File: config.mk
export PLATFORM = sky130hd
export DESIGN_NAME = asyn_fifo
export DESIGN_NICKNAME = d
export VERILOG_FILES = /design/src/rtl/asyn_fifo.sv
export SDC_FILE = /design/constraint.sdc
export NUM_CORES = 1
export LEC_CHECK = 0
export BUFFER_PORTS_ARGS = -buffer_cell sky130_fd_sc_hd__buf_2
export CAP_MARGIN = 10
export CORE_MARGIN = 10
export CORE_UTILIZATION = 25
export CTS_BUF_LIST = sky130_fd_sc_hd__clkbuf_4
export DETAILED_ROUTE_END_ITERATION = 8
export SLEW_MARGIN = 40
export SYNTH_ARGS = -nofsm -noshare
export SYNTH_HDL_FRONTEND = slang
export SYNTH_SLANG_ARGS = --single-unit
File: constraint.sdc
create_clock -name wr_clk -period 4.7 [get_ports wr_clk]
set_input_delay 0.47 -clock wr_clk [delete_from_list [all_inputs] [get_ports wr_clk]]
set_output_delay 0.47 -clock wr_clk [all_outputs]
set_load 0.02 [all_outputs]
File: src/rtl/asyn_fifo.sv
// Single-clock FIFO with Gray-coded pointers and two-flop pointer synchronizers.
// The flags react pessimistically, and memory is read combinationally in first-word-fall-through style.
module asyn_fifo #(
  parameter int DATA_WIDTH = 32,
  parameter int ADDR_WIDTH = 4
) (
  input  logic                  wr_clk,
  input  logic                  wreset_n,
  input  logic [DATA_WIDTH-1:0] wr_data,
  input  logic                  wr_en,
  output logic                  wr_full,
  input  logic                  rd_en,
  output logic [DATA_WIDTH-1:0] rd_data,
  output logic                  rd_empty
);

  localparam int PW    = ADDR_WIDTH + 1;
  localparam int DEPTH = 1 << ADDR_WIDTH;
  localparam logic [PW-1:0] FULL_MASK = {2'b11, {(PW-2){1'b0}}};

  logic [DATA_WIDTH-1:0] mem_q [DEPTH];

  logic [PW-1:0] wbin_q, wbin_d, wgray_q, wgray_d;
  logic [PW-1:0] rbin_q, rbin_d, rgray_q, rgray_d;
  logic [PW-1:0] rsync1_wgray_q, rsync2_wgray_q;
  logic [PW-1:0] wsync1_rgray_q, wsync2_rgray_q;
  logic          full_q, full_d, empty_q, empty_d;
  logic          wr_fire, rd_fire;

  assign wr_fire = wr_en & ~full_q;
  assign rd_fire = rd_en & ~empty_q;

  always_comb begin
    wbin_d  = wbin_q + PW'(wr_fire);
    wgray_d = (wbin_d >> 1) ^ wbin_d;
    rbin_d  = rbin_q + PW'(rd_fire);
    rgray_d = (rbin_d >> 1) ^ rbin_d;
    // Full when the write pointer is one lap ahead of the synchronized read pointer.
    full_d  = (wgray_d == (wsync2_rgray_q ^ FULL_MASK));
    empty_d = (rgray_d == rsync2_wgray_q);
  end

  always_ff @(posedge wr_clk or negedge wreset_n) begin
    if (!wreset_n) begin
      wbin_q         <= '0;
      wgray_q        <= '0;
      rbin_q         <= '0;
      rgray_q        <= '0;
      rsync1_wgray_q <= '0;
      rsync2_wgray_q <= '0;
      wsync1_rgray_q <= '0;
      wsync2_rgray_q <= '0;
      full_q         <= 1'b0;
      empty_q        <= 1'b1;
    end else begin
      wbin_q         <= wbin_d;
      wgray_q        <= wgray_d;
      rbin_q         <= rbin_d;
      rgray_q        <= rgray_d;
      rsync1_wgray_q <= wgray_q;
      rsync2_wgray_q <= rsync1_wgray_q;
      wsync1_rgray_q <= rgray_q;
      wsync2_rgray_q <= wsync1_rgray_q;
      full_q         <= full_d;
      empty_q        <= empty_d;
    end
  end

  // Storage has no reset, so a pointer reset is enough to discard its contents.
  always_ff @(posedge wr_clk) begin
    if (wr_fire) begin
      mem_q[wbin_q[ADDR_WIDTH-1:0]] <= wr_data;
    end
  end

  assign rd_data  = mem_q[rbin_q[ADDR_WIDTH-1:0]];
  assign wr_full  = full_q;
  assign rd_empty = empty_q;

endmodule

==> flow_summary.json, run 1 <==
{
  "cp-start-kind": "flop",
  "worstMarginPinSlew_ps": 768.2,
  "grt_max_degree": 87,
  "synth_seq_area_share_pct": 78.15,
  "ir_worst_vdd_mv": 0.2744,
  "grt_pass1_wl_mm": 70.00,
  "clock_latency_ps": 940,
  "drc": 0,
  "synth_adder_area_share_pct": 0.2985,
  "crit_type": "reg2out",
  "avgRoutedWirePerCell_um": 20.87,
  "n_fill_cell": 8054,
  "cts_setup_buffers": 0,
  "arrival_ps": 3560,
  "pre_cts_slack_ps": 1539,
  "synthDistinctLibCells": 36,
  "synth_top_cell_by_area": "edfxtp_1",
  "coreArea_um2": 83420,
  "port_buffers": 69,
  "die_x_um": 309.5,
  "clock_sinks": 552,
  "drv_slew": 0,
  "track_usage_pct": 10.13,
  "clock_skew_ps": 64.99,
  "hold_viol": 0,
  "worstPathRequired_ps": 4230,
  "synth-compound-area-share_pct": 0.2866,
  "multi_input_area_um2": 4368,
  "fmax_ghz": 0.2479,
  "rsz0062_at_grt": "no",
  "syn_area_per_cell_um2": 25.31,
  "slew_headroom_pct": 48.67,
  "maxCapViolCount": 0,
  "setup_viol": 0,
  "final_core_util_pct": 29.95,
  "synth-xor-area-share_pct": 1.134,
  "yosysWarnings": 0,
  "placedCellCount": 1970,
  "synthMuxAreaShare_pct": 17.74,
  "synth_flop_cell": "edfxtp_1",
  "synth_top_family_by_area": "multiplexers",
  "syn-instance-count": 828,
  "ioPinCount": 70,
  "crit_path_end_kind": "primary output",
  "root_buffer": "clkbuf_4",
  "layout.cells.non_filler": 2264,
  "critPathBufInv": 2,
  "synth.net_count": 869,
  "nNetsFinal": 1110,
  "drt_first_pass_iters": 5,
  "numCtsBuffers": 142,
  "viasPerCell": 4.256,
  "period_share_pct": 85.82,
  "synth_edf_count": 512,
  "cts_tree": "yes",
  "synth_top_cell_area_share_pct": 73.37,
  "slowest_stage": "dfrtp_4",
  "grt_pass1_vias": 10611,
  "power.density_nw_per_um2": 597.1,
  "antenna_found_initial": 10,
  "path_clk_slew_ps": 60,
  "drive_above_1_share_pct": 39.13,
  "hp-class": "in2reg",
  "ys_top_cells_by_area": "edfxtp_1 (73%), mux4_2 (13%), dfrtp_1 (4.7%), mux4_1 (4.6%), buf_6 (0.70%)",
  "p_leak_nw": 8.221,
  "setup_ws_ps": 666.4,
  "cpLargestDelayFamily": "multiplexers",
  "via_count": 9636,
  "run_status": "completed",
  "ys_ff_latch": 552,
  "path_cells": "buf_12 -> mux4_2 -> mux4_2 -> buf_2",
  "gp_congestion": 0.7079,
  "postCtsResizedCells": 0,
  "dieHeight_um": 309.5,
  "drt_iter0_markers": 692,
  "worstPathMaxFanout": 43,
  "period_needed_ps": 4034,
  "seq_area_um2": 16390,
  "postRouteAntennaNets": 0,
  "rows": 106,
  "cp_slowest_stage_delay_ps": 840,
  "htreeDepth": 4,
  "dp.final_hpwl_mm": 26.48,
  "synth-simple-area-share_pct": 0.8598,
  "cp_common_cell": "mux4_2",
  "wirelength_mm": 47.26,
  "synth_area_um2": 20960,
  "die_area_um2": 95800,
  "cts_buffer_depth": 3,
  "tns_ps": 0,
  "area_growth_pct": 19.25,
  "async_flop_share_pct": 7.246,
  "grt_overflow": 0,
  "start_util_pct": 25.12
}
[kinds of logic after synthesis]
| logic type | Yosys count |
|---|---|
| compound gates | 8 |
| fa+ha+maj | 5 |
| simple gates | 35 |
| flops | 552 |
| mux | 160 |
| buf+inv | 44 |
| xor+xnor | 24 |
[synthesized netlist by cell type, types with 5 or more instances]
library cell / count
buf_2: 11
xnor2_1: 6
nand3_1: 5
clkbuf_1: 7
ha_1: 5
buf_6: 13
mux4_2: 121
edfxtp_1: 512
nor2_1: 12
dfrtp_1: 39
xor2_1: 16
mux4_1: 37
[cells in the final DEF, fill, tap and decap left out, drive strengths merged]
cell	count
edfxtp	512
clkbuf	199
mux4	158
buf	102
clkinv	47
dfrtp	39
dlygate4sd3	35
xor2	16
nor2	12
inv	7
diode	6
xnor2	6
nand3	5
ha	5
nor3	4
bufinv	4
nor2b	3
and3	2
a21boi	2
nand3b	2
nand2b	2
mux2i	2
xnor3	2
or3	2
a2111oi	2
nand2	1
or3b	1
and2	1
a221oi	1
a21oi	1
a32oi	1
o21ai	1
dfstp	1
[worst reg2reg max path: stages (launching register included)]
cell and delay (ps):
dfrtp_4 840, ha_1 360, ha_1 270, nand3_1 110, xor2_1 210, or3_1 360, a2111oi_0 580
[per-layer routing]
metal / vias up / share of wire [%] / GRT usage, %
li1: 4176 / - / -
met1: 5095 / 42 / 12.44
met2: 293 / 50 / 16.57
met3: 70 / 5.9 / 3.156
met4: 2 / 1.9 / 3.888
met5: - / 0.015 / 0
[through the flow]
stage / hold WS, ps / instance area [um^2] / power [mW]
6_report: 185.0 / 24990 / 14.92
5_1_grt: 116.0 / 24980 / 15.76
4_1_cts: 82.65 / 24970 / 15.25
3_5_place_dp: 334.7 / 22810 / 11.10
3_3_place_gp: 333.3 / 22760 / 11.02
2_1_floorplan: 174.4 / 20960 / 9.550
[where the power goes]
| group | total, mW | switching, mW | internal [mW] |
|---|---|---|---|
| Sequential | 6.46 | 0.419 | 6.04 |
| Combinational | 4.40 | 2.37 | 2.02 |
| Clock | 4.06 | 1.88 | 2.18 |
| Total | 14.9 | 4.67 | 10.2 |
[registers in the layout (all words and copies together) (netlist names)]
| name | flops |
|---|---|
| wbin_q | 5 |
| wsync1_rgray_q | 5 |
| rgray_q | 4 |
| rd_empty | 1 |
| wr_full | 1 |
| mem_q | 512 |
| rbin_q | 5 |
| wsync2_rgray_q | 5 |
| rsync1_wgray_q | 5 |
| wgray_q | 4 |
| rsync2_wgray_q | 5 |
[what timing repair did]
item / 4_1_cts / 5_1_grt
endpoints found under the hold margin: 552 / 0
hold buffers: 35 / 0
setup endpoints to repair: 0 / 0
[final cells by class]
| class | count | area share [%] |
|---|---|---|
| clock buffers | 199 | 5.978 |
| well taps | 1080 | 5.408 |
| clock inverters | 54 | 1.282 |
| flip-flops and latches | 552 | 65.59 |
| multi-input cells | 232 | 17.48 |
| inverters | 4 | 0.06008 |
| diodes | 6 | 0.06008 |
| repair buffers | 137 | 4.146 |
[final timing paths]
check	start	endpoint	slack [ps]	cells past startpoint
worst max-delay path	rbin_q[0]$_DFF_PN0_	rd_data[11]	670	4
worst min-delay path	rd_en	rbin_q[0]$_DFF_PN0_	180	3
worst max register to register	rbin_q[0]$_DFF_PN0_	rd_empty$_DFF_PN1_	1800	6
worst min register to register	wsync1_rgray_q[3]$_DFF_PN0_	wsync2_rgray_q[3]$_DFF_PN0_	320	0
max in group asynchronous	wreset_n	rbin_q[3]$_DFF_PN0_	3220	4
min in group asynchronous	wreset_n	wbin_q[3]$_DFF_PN0_	630	3
(Power assumes the default switching activity.)
==> inputs of run 2 (changes only) <==
==> constraint.sdc (replaced) <==
create_clock -name wr_clk -period 4.7 [get_ports wr_clk]
set_input_delay 0.94 -clock wr_clk [delete_from_list [all_inputs] [get_ports wr_clk]]
set_output_delay 0.94 -clock wr_clk [all_outputs]
set_load 0.02 [all_outputs]
==> run 2 against run 1 <==
  * Sequential share of layout area up 0.56 points
  * Clock power up 2%
  * Critical path type unchanged
  * Cell area down 0.85%
  * Register-to-register slack about the same
  * Clock-buffer cell count down 3
  * Routed wire length up 2.4%
  * Largest cell class unchanged
  * Die area unchanged
  * Total power up 0.95%
  * Worst hold slack better by 140 ps
  * Sequential power down 0.9%
  * Utilization down 0.25 points
  * Worst setup slack worse by 310 ps
==> flow_summary.json, run 2 (synthesis gave the netlist of run 1 again) <==
{
  "run_status": "completed",
  "die_area_um2": 95800,
  "mostFrequentLayoutCell": "edfxtp_1",
  "postCtsResizedCells": 0,
  "avgRoutedWirePerCell_um": 21.89,
  "clock_skew_ps": 50.65,
  "clock_latency_ps": 940,
  "coreArea_um2": 83420,
  "die_x_um": 309.5,
  "power.density_nw_per_um2": 607.9,
  "placedCellCount": 1969,
  "start_util_pct": 25.12,
  "hold_viol": 0,
  "path_clk_slew_ps": 60,
  "gp_congestion": 0.6957,
  "crit_type": "reg2out",
  "largest_reg_flops": 512,
  "grt_pass1_wl_mm": 71.47,
  "drc": 0,
  "slew_headroom_pct": 49.67,
  "arrival_ps": 3400,
  "drive_above_1_share_pct": 40.66,
  "root_buffer": "clkbuf_4",
  "hp-class": "reg2reg",
  "wirelength_mm": 48.41,
  "drt_iter0_markers": 588,
  "worstPathMaxFanout": 36,
  "grt_overflow": 0,
  "p_leak_nw": 8.092,
  "period_share_pct": 92.40,
  "rsz0062_at_grt": "no",
  "grt_pass1_vias": 10522,
  "dp.final_hpwl_mm": 27.26,
  "nNetsFinal": 1074,
  "cp-start-kind": "flop",
  "cts_buffer_depth": 3,
  "tns_ps": 0,
  "final_cell_mix": "edfxtp_1 (512), clkbuf_4 (196), mux4_2 (121)",
  "cts_tree": "yes",
  "drt_first_pass_iters": 4,
  "busiest_layer": "met2",
  "grt_use_met1_pct": 12.56,
  "clock_sinks": 552,
  "dieHeight_um": 309.5,
  "period_needed_ps": 4343,
  "track_usage_pct": 10.34,
  "ioPinCount": 70,
  "grtUsageMet3_pct": 3.197,
  "fmax_ghz": 0.2303,
  "whs_ps": 320.7,
  "layout.cells.non_filler": 2212,
  "drv_slew": 0,
  "area_growth_pct": 18.24,
  "worstPathRequired_ps": 3760,
  "port_buffers": 69,
  "via_count": 9595,
  "met2_usage_pct": 17.17,
  "viasPerCell": 4.338,
  "grt_max_degree": 55,
  "worstMarginPinSlew_ps": 755.0,
  "postRouteAntennaNets": 0,
  "crit_path_end_kind": "primary output",
  "numCtsBuffers": 141,
  "setup_viol": 0,
  "maxCapViolCount": 0,
  "ir_worst_vdd_mv": 0.2689,
  "rows": 106,
  "htreeDepth": 4,
  "antenna_found_initial": 11
}
==> run 2: cell types whose count changed in the layout (fill, tap and decap cells not counted) <==
| cell | previous run | this run |
|---|---|---|
| buf_12 | 6 | 18 |
| clkbuf_4 | 199 | 196 |
| clkinv_4 | 0 | 4 |
| bufinv_16 | 4 | 6 |
| clkinvlp_4 | 0 | 2 |
| clkinv_1 | 37 | 24 |
| clkinv_2 | 10 | 4 |
| diode_2 | 6 | 3 |
| buf_4 | 26 | 15 |
| buf_8 | 2 | 0 |
| dlygate4sd3_1 | 35 | 1 |
==> run 2: worst paths after layout <==
| kind | from | to | slack [ps] | cells after the start |
|---|---|---|---|---|
| setup / recovery | rbin_q[1]$_DFF_PN0_ | rd_data[24] | 360 | 5 |
| setup reg to reg | wr_full$_DFF_PN0_ | wr_full$_DFF_PN0_ | 1790 | 7 |
| hold reg to reg | wsync1_rgray_q[0]$_DFF_PN0_ | wsync2_rgray_q[0]$_DFF_PN0_ | 320 | 0 |
| min in group asynchronous | wreset_n | rsync1_wgray_q[4]$_DFF_PN0_ | 560 | 2 |
| max in group asynchronous | wreset_n | rbin_q[0]$_DFF_PN0_ | 3740 | 2 |
| hold / removal | wsync1_rgray_q[0]$_DFF_PN0_ | wsync2_rgray_q[0]$_DFF_PN0_ | 320 | 0 |
==> run 2: per-layer routing <==
metal / part of all wire [%] / vias to the layer above
li1: - / 4092
met1: 42 / 5095
met2: 50 / 310
met3: 6.0 / 88
met4: 2.0 / 10
met5: 0.16 / -
==> run 2: timing repair <==
action                     4_1_cts  5_1_grt
setup endpoints to repair        0        0
hold endpoints to repair         0       39
buffers inserted                 0        0
hold buffers                     0        1
==> run 2: through the flow <==
stage	worst slack, ps	utilization, %	area, um^2	total power [mW]
floorplan	295.9	-	20960	9.550
global placement	1121	27.42	22870	11.07
detailed placement	1255	27.49	22930	11.19
CTS	183.3	29.68	24760	15.39
global route	123.1	29.70	24780	15.91
finish	357.4	29.70	24780	15.06
==> run 2: layout make-up <==
class                   count  area [um^2]
multi-input cells         232         4368
fillers                  8021        58650
clock buffers             196         1471
diodes                      3        7.507
well taps                1080         1351
inverters                   4        15.01
flip-flops and latches    552        16390
clock inverters            43        351.6
repair buffers            102        823.3
==> run 2: worst max-delay path, cell delays in order (launching register included) <==
cell     delay [ps]
dfrtp_4         740
buf_12          310
buf_4           310
mux4_2          340
mux4_2          550
buf_2           200
==> run 2: where the power goes <==
part           leakage [nW]  internal, mW  switching, mW
combinational          1.93          2.07           2.47
sequential             5.09          6.04          0.354
clock                  1.07          2.26           1.87
total                  8.09          10.4           4.70
==> inputs of run 3 (changes only) <==
==> constraint.sdc (replaced) <==
create_clock -name wr_clk -period 5.45 [get_ports wr_clk]
set_input_delay 1.09 -clock wr_clk [delete_from_list [all_inputs] [get_ports wr_clk]]
set_output_delay 1.09 -clock wr_clk [all_outputs]
set_load 0.02 [all_outputs]
==> run 3 against run 2 <==
  * Global-route usage fell by 0.20 points
  * First-iteration DRC count up 19%
  * Worst hold slack lost 2.1 ps
  * Register-to-register slack better by 840 ps
  * Highest routed layer unchanged
  * Non-clock buffer count rose by 9
  * Combinational power decreased by 15%
==> flow_summary.json, run 3 (synthesis gave the netlist of run 1 again) <==
{
  "wirelength_mm": 47.35,
  "worstPathRequired_ps": 4360,
  "n_fill_cell": 8049,
  "antenna_found_initial": 18,
  "worstPathMaxFanout": 31,
  "rsz0062_at_grt": "no",
  "final_cell_mix": "edfxtp_1 (512), clkbuf_4 (199), mux4_2 (121)",
  "drt_first_pass_iters": 4,
  "die_x_um": 309.5,
  "power.density_nw_per_um2": 522.3,
  "drt_iter0_markers": 697,
  "hp-class": "reg2reg",
  "crit_type": "reg2out",
  "multi_input_area_um2": 4368,
  "final_area_um2": 24700,
  "htreeDepth": 4,
  "hold_depth": 0,
  "holdPathEnd": "rsync2_wgray_q[4]$_DFF_PN0_",
  "grt_pass1_vias": 10494,
  "gp_congestion": 0.7094,
  "slew_headroom_pct": 47.38,
  "slowest_stage": "dfrtp_4",
  "fmax_ghz": 0.2205,
  "die_area_um2": 95800,
  "track_usage_pct": 10.14,
  "cp_common_cell": "buf_12",
  "r2r-end": "mem_q[1][26]$_DFFE_PP_",
  "area_growth_pct": 17.89,
  "clock_latency_ps": 920,
  "numCtsBuffers": 141,
  "postRouteAntennaNets": 0,
  "drive_above_1_share_pct": 41.24,
  "viasPerCell": 4.333,
  "setup_viol": 0,
  "coreArea_um2": 83420,
  "p_leak_nw": 8.107,
  "ir_worst_vdd_mv": 0.2203,
  "cp-start-kind": "flop",
  "clock_sinks": 552,
  "run_status": "completed",
  "rr_worst_depth": 4,
  "period_share_pct": 83.23,
  "regToRegStartpoint": "wr_full$_DFF_PN0_",
  "dieHeight_um": 309.5,
  "avgRoutedWirePerCell_um": 21.39,
  "drc": 0,
  "nNetsFinal": 1083,
  "dp.final_hpwl_mm": 27.46,
  "root_buffer": "clkbuf_4",
  "cp_slowest_stage_delay_ps": 620,
  "worstHoldStart": "rsync1_wgray_q[4]$_DFF_PN0_",
  "hold_viol": 0,
  "cts_buffer_depth": 3,
  "grt_overflow": 0,
  "drv_slew": 0,
  "path_clk_slew_ps": 70,
  "period_needed_ps": 4536,
  "seq_area_um2": 16390,
  "port_buffers": 69,
  "ioPinCount": 70,
  "arrival_ps": 3450,
  "maxCapViolCount": 0,
  "path_cells": "buf_12 -> buf_12 -> mux4_1 -> mux4_2 -> buf_2",
  "postCtsResizedCells": 0,
  "worstMarginPinSlew_ps": 787.5,
  "tns_ps": 0,
  "cts_setup_buffers": 0,
  "crit_path_end_kind": "primary output",
  "rows": 106,
  "placed_area_um2": 22880,
  "mostFrequentLayoutCell": "edfxtp_1",
  "grt_pass1_wl_mm": 70.26,
  "via_count": 9588,
  "largest_reg_flops": 512,
  "clock_skew_ps": 53.39,
  "power_mw": 12.90,
  "start_util_pct": 25.12,
  "cts_tree": "yes",
  "grt_max_degree": 49,
  "r2r_setup_slack_ps": 2630
}
-- run 3: cell count changes in the layout (fill, tap and decap cells not counted), sizes merged --
cell and delta:
inv +2, buf +8, clkbuf +4, clkinv -13
-- run 3: critical path, delay by kind of cell (launching register included) --
kind,cells,cell delay [ps]
flip-flops,1,620
buffers and inverters,3,760
multiplexers,2,1130
-- run 3: worst max path at each step --
stage / start / endpoint / slack [ps] / depth (start not counted)
final: rbin_q[0]$_DFF_PN0_ / rd_data[9] / 910 / 5
after global routing: rbin_q[0]$_DFF_PN0_ / rd_data[11] / 690 / 5
after CTS: rbin_q[0]$_DFF_PN0_ / rd_data[15] / 740 / 5
after detailed placement: wr_en / mem_q[1][2]$_DFFE_PP_ / 1760 / 5
after global placement: rbin_q[1]$_DFF_PN0_ / rd_data[30] / 1660 / 4
after floorplan: wr_en / mem_q[0][0]$_DFFE_PP_ / 900 / 3
-- run 3: routing by layer --
layer / up-vias / GRT usage, % / wire (um)
met4: 12 / 3.821 / 750
met2: 324 / 16.12 / 23450
met3: 64 / 3.170 / 3205
li1: 4084 / - / -
met1: 5104 / 12.86 / 19850
met5: - / 0 / 82
-- run 3: final cells by class --
| type | instances | area share [%] |
|---|---|---|
| timing repair buffer | 111 | 3.206 |
| tap | 1080 | 5.470 |
| clock buffer | 199 | 6.047 |
| clock inverter | 32 | 1.160 |
| multi-input combinational | 232 | 17.68 |
| antenna | 3 | 0.03039 |
| sequential | 552 | 66.34 |
| inverter | 4 | 0.06078 |
-- run 3: through the flow --
| stage | utilization [%] | worst slack, ps | hold WS [ps] | cells |
|---|---|---|---|---|
| finish | 29.61 | 913.8 | 318.7 | 2213 |
| global route | 29.61 | 691.2 | 341.4 | 2212 |
| CTS | 29.57 | 737.1 | 321.4 | 2209 |
| detailed placement | 27.42 | 1760 | 335.8 | 1977 |
| global placement | 27.37 | 1661 | 331.7 | 1975 |
| floorplan | - | 895.9 | 331.2 | 828 |
-- run 3: where the power goes --
part           leakage [nW]  switching [mW]  internal, mW
sequential             5.09           0.279          5.21
clock                  1.05            1.58          1.95
combinational          1.96            2.12          1.76
total                  8.11            3.98          8.92
-- run 3: repair_timing --
action	in CTS	in global routing
hold endpoints to repair	4	0
setup endpoints to repair	0	0
hold buffers	1	0
